--- config.mk ---
export PLATFORM = sky130hd
export DESIGN_NAME = pipe_ctrl
export DESIGN_NICKNAME = d
export VERILOG_FILES = /design/src/rtl/pipe_ctrl_pkg.sv /design/src/rtl/sat_counter.sv /design/src/rtl/pipe_ctrl.sv
export SDC_FILE = /design/constraint.sdc
export NUM_CORES = 1
export LEC_CHECK = 0
export CAP_MARGIN = 20
export CORE_MARGIN = 2
export CORE_UTILIZATION = 50
export DETAILED_ROUTE_END_ITERATION = 6
export PLACE_DENSITY = 0.88
export SYNTH_ARGS = -nofsm -noshare
export SYNTH_HDL_FRONTEND = slang
export SYNTH_SLANG_ARGS = --single-unit
--- constraint.sdc ---
create_clock -name clk -period 7.5 [get_ports clk]
set_clock_uncertainty 0.2 [all_clocks]
set_input_delay 0.75 -clock clk [delete_from_list [all_inputs] [get_ports clk]]
set_output_delay 0.75 -clock clk [all_outputs]
set_load 0.05 [all_outputs]
--- src/rtl/pipe_ctrl_pkg.sv ---
// Shared types and widths for the pipeline scheduler.
// Data width mirrors the core-wide 32-bit datapath.
package pipe_ctrl_pkg;
  localparam int DATA_WID = 32;
  localparam int CNT_W    = 32;
  localparam int MD_CNT_W = 8;

  typedef enum logic [1:0] {
    RUN      = 2'd0,
    MEM_WAIT = 2'd1,
    MD_WAIT  = 2'd2
  } state_t;
endpackage

--- src/rtl/sat_counter.sv ---
// Free-running event counter that sticks at all-ones instead of wrapping.
module sat_counter #(
  parameter int WIDTH = 32
) (
  input  logic             clk,
  input  logic             rst,
  input  logic             inc,
  output logic [WIDTH-1:0] count
);

  always_ff @(posedge clk or negedge rst) begin
    if (!rst)
      count <= '0;
    else if (inc && (count != {WIDTH{1'b1}}))
      count <= count + {{(WIDTH-1){1'b0}}, 1'b1};
  end

endmodule

--- src/rtl/pipe_ctrl.sv ---
// Central 5-stage pipeline scheduler: register enables, flushes, PC redirect,
// mul/div wait with timeout, and saturating stall/flush counters.
module pipe_ctrl
  import pipe_ctrl_pkg::*;
#(
  parameter int MD_TIMEOUT = 64
) (
  input  logic                clk,
  input  logic                rst,
  input  logic                ld_use,
  input  logic                ex_mispredict,
  input  logic [DATA_WID-1:0] ex_redirect_pc,
  input  logic                md_start,
  input  logic                md_done,
  input  logic                mem_req,
  input  logic                mem_ready,
  output logic                pc_write,
  output logic                if_id_write,
  output logic                id_ex_write,
  output logic                ex_mem_write,
  output logic                if_id_flush,
  output logic                id_ex_flush,
  output logic                ex_mem_bubble,
  output logic                pc_sel,
  output logic [DATA_WID-1:0] new_pc,
  output logic                md_abort,
  output logic                md_err,
  output logic [CNT_W-1:0]    stall_cnt,
  output logic [CNT_W-1:0]    flush_cnt
);

  localparam logic [MD_CNT_W-1:0] MD_LIMIT = MD_CNT_W'(MD_TIMEOUT);

  state_t              state, state_nxt;
  logic [MD_CNT_W-1:0] md_cnt, md_cnt_nxt;
  logic                pend_valid, pend_valid_nxt;
  logic [DATA_WID-1:0] pend_pc, pend_pc_nxt;
  logic                md_err_nxt;
  logic                run_eval;
  logic                flush_inc;

  always_ff @(posedge clk or negedge rst) begin
    if (!rst) begin
      state      <= RUN;
      md_cnt     <= '0;
      pend_valid <= 1'b0;
      md_err     <= 1'b0;
    end else begin
      state      <= state_nxt;
      md_cnt     <= md_cnt_nxt;
      pend_valid <= pend_valid_nxt;
      md_err     <= md_err_nxt;
    end
  end

  // Redirect target is only meaningful while pend_valid is set.
  always_ff @(posedge clk) begin
    pend_pc <= pend_pc_nxt;
  end

  always_comb begin
    pc_write       = 1'b0;
    if_id_write    = 1'b0;
    id_ex_write    = 1'b0;
    ex_mem_write   = 1'b0;
    if_id_flush    = 1'b0;
    id_ex_flush    = 1'b0;
    ex_mem_bubble  = 1'b0;
    pc_sel         = 1'b0;
    new_pc         = '0;
    md_abort       = 1'b0;
    state_nxt      = state;
    md_cnt_nxt     = md_cnt;
    pend_valid_nxt = pend_valid;
    pend_pc_nxt    = pend_pc;
    md_err_nxt     = md_err;
    flush_inc      = 1'b0;
    run_eval       = 1'b0;

    if (rst) begin
      case (state)
        RUN: run_eval = 1'b1;

        MEM_WAIT: begin
          if (mem_ready) begin
            run_eval = 1'b1;
          end else if (ex_mispredict) begin
            pend_valid_nxt = 1'b1;
            pend_pc_nxt    = ex_redirect_pc;
          end
        end

        MD_WAIT: begin
          if (md_done) begin
            pc_write     = 1'b1;
            if_id_write  = 1'b1;
            id_ex_write  = 1'b1;
            ex_mem_write = 1'b1;
            state_nxt    = RUN;
          end else if (md_cnt == MD_LIMIT) begin
            pc_write      = 1'b1;
            if_id_write   = 1'b1;
            id_ex_write   = 1'b1;
            ex_mem_write  = 1'b1;
            ex_mem_bubble = 1'b1;
            md_abort      = 1'b1;
            md_err_nxt    = 1'b1;
            state_nxt     = RUN;
          end else begin
            ex_mem_write  = 1'b1;
            ex_mem_bubble = 1'b1;
            md_cnt_nxt    = md_cnt + {{(MD_CNT_W-1){1'b0}}, 1'b1};
          end
        end

        default: state_nxt = RUN;
      endcase

      // Normal RUN priority; a MEM_WAIT release lands here with the MMIO stall gone.
      if (run_eval) begin
        if ((state == RUN) && mem_req && !mem_ready) begin
          state_nxt = MEM_WAIT;
          if (ex_mispredict) begin
            pend_valid_nxt = 1'b1;
            pend_pc_nxt    = ex_redirect_pc;
          end
        end else if (md_start) begin
          ex_mem_write  = 1'b1;
          ex_mem_bubble = 1'b1;
          state_nxt     = MD_WAIT;
          md_cnt_nxt    = {{(MD_CNT_W-1){1'b0}}, 1'b1};
        end else if (ex_mispredict || pend_valid) begin
          pc_write       = 1'b1;
          if_id_write    = 1'b1;
          id_ex_write    = 1'b1;
          ex_mem_write   = 1'b1;
          if_id_flush    = 1'b1;
          id_ex_flush    = 1'b1;
          pc_sel         = 1'b1;
          new_pc         = ex_mispredict ? ex_redirect_pc : pend_pc;
          pend_valid_nxt = 1'b0;
          flush_inc      = 1'b1;
          state_nxt      = RUN;
        end else if (ld_use) begin
          id_ex_write  = 1'b1;
          id_ex_flush  = 1'b1;
          ex_mem_write = 1'b1;
          state_nxt    = RUN;
        end else begin
          pc_write     = 1'b1;
          if_id_write  = 1'b1;
          id_ex_write  = 1'b1;
          ex_mem_write = 1'b1;
          state_nxt    = RUN;
        end
      end
    end
  end

  sat_counter #(.WIDTH(CNT_W)) u_stall_cnt (
    .clk   (clk),
    .rst   (rst),
    .inc   (~pc_write),
    .count (stall_cnt)
  );

  sat_counter #(.WIDTH(CNT_W)) u_flush_cnt (
    .clk   (clk),
    .rst   (rst),
    .inc   (flush_inc),
    .count (flush_cnt)
  );

endmodule

==> metrics.txt, run 1 <==
CTS Hold Bufs 0; CTS H-Tree Depth 3; grt ovf 0; Hold Crit Class in2async; via count 4,648; Worst-path clk slew 0.07 ns; Critical Path Start Type input pin; Crit Path Class in2out; Total Power 1.80 mW; Max-slew headroom 0.415; All-Layer GR Usage 0.219; vias in the first global route 4,555; clock buffer depth 2; post-synthesis sequential area ratio 0.502; Cell Chain, Critical Path buf_4 > or3b_1 > or3_4 > nor2_1 > clkdlybuf4s50_1; crit-path max FO 49; status completed; Die ar. 0.0123 sq mm; Max Cap Violations 0; die height 111 microns; Peak Freq 0.233 GHz; top-level port count 146; CP Data Required Time 6.55 ns; Detailed Place HPWL 9.71 mm; worst slew pin tran 0.870 ns; fin util 0.689; Synth async-reset ratio 0.704; CP endpoint kind output port; DRT Pass-1 Iters 5; synth-to-layout area growth 32.7%; worst skew pair latency 0.34 ns; r2r startpoint u_flush_cnt.count[0]$_DFFE_PN0P_; initial antenna violation count 0; Initial Util 0.519; CP top delay family buffers and inverters; layout cells sized above 1 0.105; Synth Cell Area 0.00570 sq mm; setup TNS 0 ns; clock period minus final worst setup slack 4.28 ns; drc violations 0; Routed wire per std cell 16.5 microns; leak pwr 3.13 nW; most frequent cells in the layout clkdlybuf4s50_1, dfrtp_1, nor2_1; Sinks on Clock Net 108; post-synthesis area per instance 10.8 sq um; Worst VDD drop 0.315 mV; #FFs+latches synth 108; Buf+Inv Stages, Crit Path 2; Synth Instances 529; RSZ-0062 raised after global routing no; Fin. Hold Viols 0; Critical Path AT 3.33 ns; Routed Antenna Nets 0; post-CTS setup buffer count 0; CTS Buf Count 9; Syn Nets 573; fin crit share 0.571; Critical Path Start rst; Netlist cell types 51; Reg2Reg Capture Point u_flush_cnt.count[1]$_DFFE_PN0P_; Core Region 0.0110 sq mm; Crit-path slowest cell clkdlybuf4s50_1; number of port buffers 145; Power Density 238 mW/mm^2; clock root buffer clkbuf_16; r2r worst-path depth 7; Vias per Instance 5.70; final WL 13.5 mm; commonest non-fill, non-tap cell in the layout clkdlybuf4s50_1; number of synthesized flops with an enable pin 32; die width 111 microns; DRT iter0 DRCs 268; Final Max Tran Viols 0; Worst path max stage delay 0.83 ns; Synth Flop Type dfrtp_1; site row count 38; # diodes 0; pin count of the biggest net entering global routing 69; CTS tree yes; first-pass GRT wire length 22.5 mm; number of gates resized after cts 0; final setup fails 0; routability cong. 0.935; Worst R2R Setup Slack 4.68 ns; Post-layout nets 716; Ys Warns 0; worst hold slack 0.209 ns; Filler Cells Inserted 830
==> through the flow <==
stage	setup slack [ns]	cells	instance area, sq um
after floorplan	3.86	529	5700
after global placement	2.93	800	7280
after detailed placement	2.84	800	7280
after CTS	2.82	815	7550
after global routing	3.07	816	7570
final	3.22	816	7570
==> how the worst max path moves through the flow <==
stage               slack [ns]  cells past startpoint     endpoint
global route              3.07                      5   new_pc[11]
CTS                       2.82                      5  if_id_write
floorplan                 3.86                      5     pc_write
finish                    3.22                      5    new_pc[2]
detailed placement        2.84                      5  if_id_write
global placement          2.93                      5  if_id_write
==> cells by family after synthesis <==
group,share of synthesized area
simple gates,0.209
flops,0.502
mux,0.131
xor+xnor,0.0922
buf+inv,0.0222
compound gates,0.0349
fa+ha+maj,0.00878
==> state kept, by name, indices dropped and copies added, names as in the netlist <==
name	count
md_cnt	8
md_err	1
pend_pc	32
pend_valid	1
state	2
u_flush_cnt.count	32
u_stall_cnt.count	32
==> synthesized netlist by cell type, types with 2 or more instances <==
| cell type | count | share of area |
|---|---|---|
| dfrtp_1 | 76 | 0.33 |
| nor2_1 | 59 | 0.039 |
| xor2_1 | 47 | 0.072 |
| nand2_1 | 39 | 0.026 |
| mux2_2 | 37 | 0.073 |
| mux2i_1 | 33 | 0.058 |
| edfxtp_1 | 32 | 0.17 |
| nand3_1 | 26 | 0.023 |
| nor3_1 | 24 | 0.021 |
| nor4_1 | 18 | 0.020 |
| clkbuf_1 | 13 | 0.0086 |
| xnor2_1 | 13 | 0.020 |
| nand4_1 | 12 | 0.013 |
| inv_1 | 11 | 0.0072 |
| and3_1 | 9 | 0.0099 |
| or3_1 | 8 | 0.0088 |
| and4_1 | 6 | 0.0092 |
| o21ai_0 | 6 | 0.0053 |
| a31oi_1 | 5 | 0.0055 |
| nor4b_1 | 5 | 0.0077 |
| a21oi_1 | 4 | 0.0035 |
| ha_1 | 4 | 0.0088 |
| nand2b_1 | 4 | 0.0044 |
| nor3b_1 | 4 | 0.0053 |
| buf_1 | 3 | 0.0020 |
| buf_4 | 2 | 0.0026 |
| o211ai_1 | 2 | 0.0026 |
| or2_2 | 2 | 0.0022 |
| or3_4 | 2 | 0.0039 |
| or4_1 | 2 | 0.0026 |
==> worst register-to-register path: cells and delay by family (launching register included) <==
family | cells | cell delay, ns
buf+inv | 1 | 0.27
simple gates | 4 | 1.29
flops | 1 | 0.41
fa+ha+maj | 1 | 0.19
mux | 1 | 0.35
==> cell type report <==
cell class | count | area [sq um] | area share
sequential | 108 | 2860 | 0.378
multi-input combinational | 390 | 2720 | 0.359
timing repair buffer | 151 | 1500 | 0.198
clock buffer | 11 | 243 | 0.0321
tap | 140 | 175 | 0.0232
inverter | 12 | 46.3 | 0.00612
clock inverter | 4 | 26.3 | 0.00347
==> layer usage <==
metal  track usage  wire length (microns)  vias to the layer above
li1              -                      -                     2192
met1         0.302                   6040                     2234
met2         0.346                   6280                      191
met3        0.0514                    917                       31
met4        0.0658                    231                        0
met5             0                      0                        -
==> report_power, final <==
part | switching, mW | total, mW | internal [mW] | leakage [nW]
clock network | 0.203 | 0.435 | 0.232 | 0.131
registers | 0.0981 | 0.787 | 0.689 | 1.29
logic | 0.367 | 0.579 | 0.212 | 1.71
total | 0.668 | 1.80 | 1.13 | 3.13
No activity file was read; power rests on OpenSTA's default activity.
==> run 2, diff against run 1 <==
- clock period: 7.5 -> 4.4 ns (I/O delays scaled with it)
==> run 2 against run 1 <==
Compared with the run above:
- via count grew 0.60%
- hold slack gained 0.057 ns
- sequential power grew 70%
- die area is the same
- utilization grew 0.65 points
- count of clock-buffer cells in the layout is the same
- final cell count grew 0.37%
- wire length grew 2.1%
- highest routed layer unchanged
- worst setup slack lost 2.7 ns
- global-route usage grew 0.72 points
==> metrics.txt, run 2 (synthesis gave the netlist of run 1 again) <==
status completed; DRT Pass-1 Iters 5; Max Cap Violations 0; placed instance area 0.00730 sq mm; routability cong. 0.907; clock root buffer clkbuf_16; initial antenna violation count 0; Design Area, Final 0.00764 sq mm; Hold Startpoint md_err$_DFFE_PN0P_; DRT iter0 DRCs 309; fin util 0.695; Final Max Tran Viols 0; Fin. Hold Viols 0; Routed wire per std cell 16.8 microns; Hold Crit Class reg2reg; Worst R2R Setup Slack 1.43 ns; CTS H-Tree Depth 3; Crit Path Class reg2out; setup TNS 0 ns; fin crit share 0.890; Peak Freq 0.255 GHz; first-pass GRT wire length 23.0 mm; Routed Antenna Nets 0; CP Data Required Time 3.76 ns; Worst VDD drop 0.513 mV; synth-to-layout area growth 33.9%; Max-slew headroom 0.329; crit-path max FO 15; top-level port count 146; Placed Instances 802; die height 111 microns; clock buffer depth 2; commonest non-fill, non-tap cell in the layout clkdlybuf4s50_1; worst hold slack 0.266 ns; post-route non-filler standard cell count 819; site row count 38; Worst-path clk slew 0.07 ns; Reg2Reg Capture Point u_stall_cnt.count[16]$_DFFE_PN0P_; # diodes 0; worst skew pair latency 0.34 ns; Power Density 418 mW/mm^2; Filler Cells Inserted 813; Critical Path AT 3.27 ns; Post-layout nets 718; r2r worst-path depth 8; Hold Crit Depth 1; worst slew pin tran 0.998 ns; All-Layer GR Usage 0.226; die width 111 microns; RSZ-0062 raised after global routing no; CTS Hold Bufs 1; Core Region 0.0110 sq mm; post-CTS setup buffer count 0; Detailed Place HPWL 9.93 mm; Die ar. 0.0123 sq mm; Min-Delay Endpoint md_err$_DFFE_PN0P_; drc violations 0; vias in the first global route 4,684; Sinks on Clock Net 108; r2r startpoint md_cnt[0]$_DFFE_PN0P_; Vias per Instance 5.71; final WL 13.8 mm; Critical Path Start Type register; via count 4,676; grt ovf 0; final setup fails 0; number of gates resized after cts 0; CP endpoint kind output port; leak pwr 3.16 nW; layout cells sized above 1 0.109; CTS Buf Count 9; Regs by FF count pend_pc x32, u_flush_cnt.count x32, u_stall_cnt.count x32; number of port buffers 145; Initial Util 0.519; most frequent cells in the layout clkdlybuf4s50_1, dfrtp_1, nor2_1; pin count of the biggest net entering global routing 76; Sequential Area 0.00286 sq mm; multi-input logic area 0.00272 sq mm; CTS tree yes; clock period minus final worst setup slack 3.91 ns
[run 2: worst max-delay path by stage]
| stage | from | end |
|---|---|---|
| after floorplan | md_cnt[0]$_DFFE_PN0P_ | pc_write |
| after global placement | md_start | pc_sel |
| after detailed placement | md_start | new_pc[11] |
| after CTS | md_cnt[0]$_DFFE_PN0P_ | pc_write |
| after global routing | md_cnt[0]$_DFFE_PN0P_ | if_id_write |
| final | md_cnt[0]$_DFFE_PN0P_ | if_id_write |
[run 2: layout make-up]
type / count / share of cell area
clock buffer: 11 / 0.0346
clock inverter: 5 / 0.00868
inverter: 12 / 0.00606
multi-input combinational: 390 / 0.356
sequential: 108 / 0.375
tap: 140 / 0.0229
timing repair buffer: 153 / 0.197
[run 2: stage by stage]
step                setup slack, ns  total power, mW
finish                        0.486             3.19
floorplan                      1.33             1.96
CTS                           0.487             3.20
global route                  0.260             3.33
detailed placement            0.843             2.33
global placement              0.900             2.30
[run 2: metal layers]
layer	wire, microns	part of all wire	track usage
met4	185	0.013	0.0825
met5	0	0	0
met1	6000	0.44	0.295
met3	944	0.069	0.0454
met2	6620	0.48	0.375
[run 2: power by group]
group	internal (mW)	switching, mW
Clock	0.498	0.368
Sequential	1.17	0.166
Combinational	0.361	0.624
[run 2: worst max-delay path, stage by stage, from the launching register on]
cell,delay (ns)
dfrtp_1,0.48
inv_1,0.09
ha_1,0.15
nor4b_1,0.40
a31oi_1,0.26
o21ai_2,0.61
clkdlybuf4s50_1,0.93
==> run 3, diff against run 2 <==
- CORE_UTILIZATION: 50 -> 35
- PLACE_DENSITY: 0.88 -> 0.7
- clock period: 4.4 -> 3.6 ns (I/O delays scaled with it)
==> run 3 against run 2 <==
Compared with the run above:
- sequential power is 22% higher
- utilization is 21 points lower
- worst setup slack worse by 0.14 ns
- wire length is 0.68% lower
- power is 18% higher
- global-route usage is 6.9 points lower
- final cell count is 9.6% higher
- critical endpoint is now md_abort
- combinational power is 22% higher
- clock power is 6.2% higher
==> metrics.txt, run 3 (synthesis gave the netlist of run 1 again) <==
fin util 0.481; Max-slew headroom 0.325; Worst VDD drop 0.604 mV; Fin. Hold Viols 0; Metal-1 WL 6.30 mm; Filler Cells Inserted 1,502; clock buffer depth 2; Routed wire per std cell 15.2 microns; die width 132 microns; initial antenna violation count 0; Vias per Instance 5.07; Regs by FF count pend_pc x32, u_flush_cnt.count x32, u_stall_cnt.count x32; leak pwr 3.23 nW; Crit-path slowest cell clkdlybuf4s50_1; final setup margin 0.347 ns; Die ar. 0.0173 sq mm; Worst path max stage delay 0.82 ns; Max Cap Violations 0; CTS tree yes; Detailed Place HPWL 10.0 mm; clock period minus final worst setup slack 3.25 ns; drc violations 0; crit-path max FO 48; RSZ-0062 raised after global routing no; Top Metal Used met4; Hold Crit Class in2async; Routed Antenna Nets 0; Sinks on Clock Net 108; first-pass GRT wire length 22.7 mm; Initial Util 0.359; die height 132 microns; Worst-path clk slew 0.07 ns; DRT Pass-1 Iters 4; post-CTS setup buffer count 0; CTS H-Tree Depth 3; r2r startpoint u_flush_cnt.count[13]$_DFFE_PN0P_; All-Layer GR Usage 0.158; met2 wire len 6.37 mm; grt ovf 0; setup TNS 0 ns; DRT iter0 DRCs 275; clock root buffer clkbuf_16; Critical Path Start Type input pin; pin count of the biggest net entering global routing 63; Power Density 492 mW/mm^2; Peak Freq 0.307 GHz; Critical Path Start rst; Total Power 3.76 mW; multi-input logic area 0.00272 sq mm; layout cells sized above 1 0.164; Sequential Area 0.00286 sq mm; Critical Path AT 2.69 ns; worst skew pair latency 0.34 ns; site row count 46; number of port buffers 145; via count 4,554; # diodes 0; vias in the first global route 4,506; Post-layout nets 721; most frequent cells in the layout clkdlybuf4s50_1, dfrtp_1, nor2_1; synth-to-layout area growth 34.0%; CTS Buf Count 9; top-level port count 146; final WL 13.7 mm; worst slew pin tran 1.00 ns; Core Region 0.0159 sq mm; status completed; DR WL met3 742 microns; Cell Chain, Critical Path dlygate4sd3_1 > buf_4 > buf_6 > nand2_1 > nor2_1 > clkdlybuf4s50_1; Setup Slack @ Placement 0.566 ns; routability cong. 0.836; commonest non-fill, non-tap cell in the layout clkdlybuf4s50_1; final setup fails 0; CP endpoint kind output port; fin crit share 0.904; Final Max Tran Viols 0; worst hold slack 0.244 ns; Crit Path Class in2out; CP Data Required Time 3.04 ns
-- run 3: worst paths after layout --
kind / end / slack [ns] / depth (start not counted)
max: md_abort / 0.35 / 6
min: state[1]$_DFFE_PN0P_ / 0.24 / 2
max reg2reg: u_flush_cnt.count[17]$_DFFE_PN0P_ / 0.98 / 5
min reg2reg: md_err$_DFFE_PN0P_ / 0.27 / 1
max in group asynchronous: md_err$_DFFE_PN0P_ / 1.48 / 4
min in group clk: md_err$_DFFE_PN0P_ / 0.27 / 1
-- run 3: worst max-delay path: cells and delay by family --
family	cells	cell delay [ns]
buffers and inverters	4	1.97
AND/OR/NAND/NOR	2	0.35
-- run 3: per-stage QoR --
step           cells  cell area, sq um
6_report         898              7640
5_1_grt          898              7640
4_1_cts          897              7620
3_5_place_dp     880              7340
3_3_place_gp     880              7340
2_1_floorplan    529              5700
-- run 3: metal layers --
metal | vias to the layer above | track usage
li1 | 2208 | -
met1 | 2181 | 0.209
met2 | 145 | 0.257
met3 | 20 | 0.0336
met4 | 0 | 0.0531
met5 | - | 0
-- run 3: final cells by class --
type                            count  area share
Clock buffer                       12      0.0323
Tap cell                          216      0.0354
Clock inverter                      4     0.00344
Inverter                           12     0.00606
Timing Repair Buffer              156       0.193
Multi-Input combinational cell    390       0.355
Sequential cell                   108       0.375
-- run 3: where the power goes --
part           internal [mW]  leakage, nW  total (mW)  switching (mW)
combinational          0.448         1.81        1.20           0.756
clock                  0.488        0.133       0.920           0.432
sequential              1.44         1.29        1.64           0.200
total                   2.37         3.23        3.76            1.39
-- run 3: what timing repair did --
| item | 4_1_cts | 5_1_grt |
|---|---|---|
| hold buffers | 1 | 0 |
| setup endpoints to repair | 0 | 1 |
| gates resized for setup | 0 | 1 |
| hold endpoints to repair | 2 | 0 |
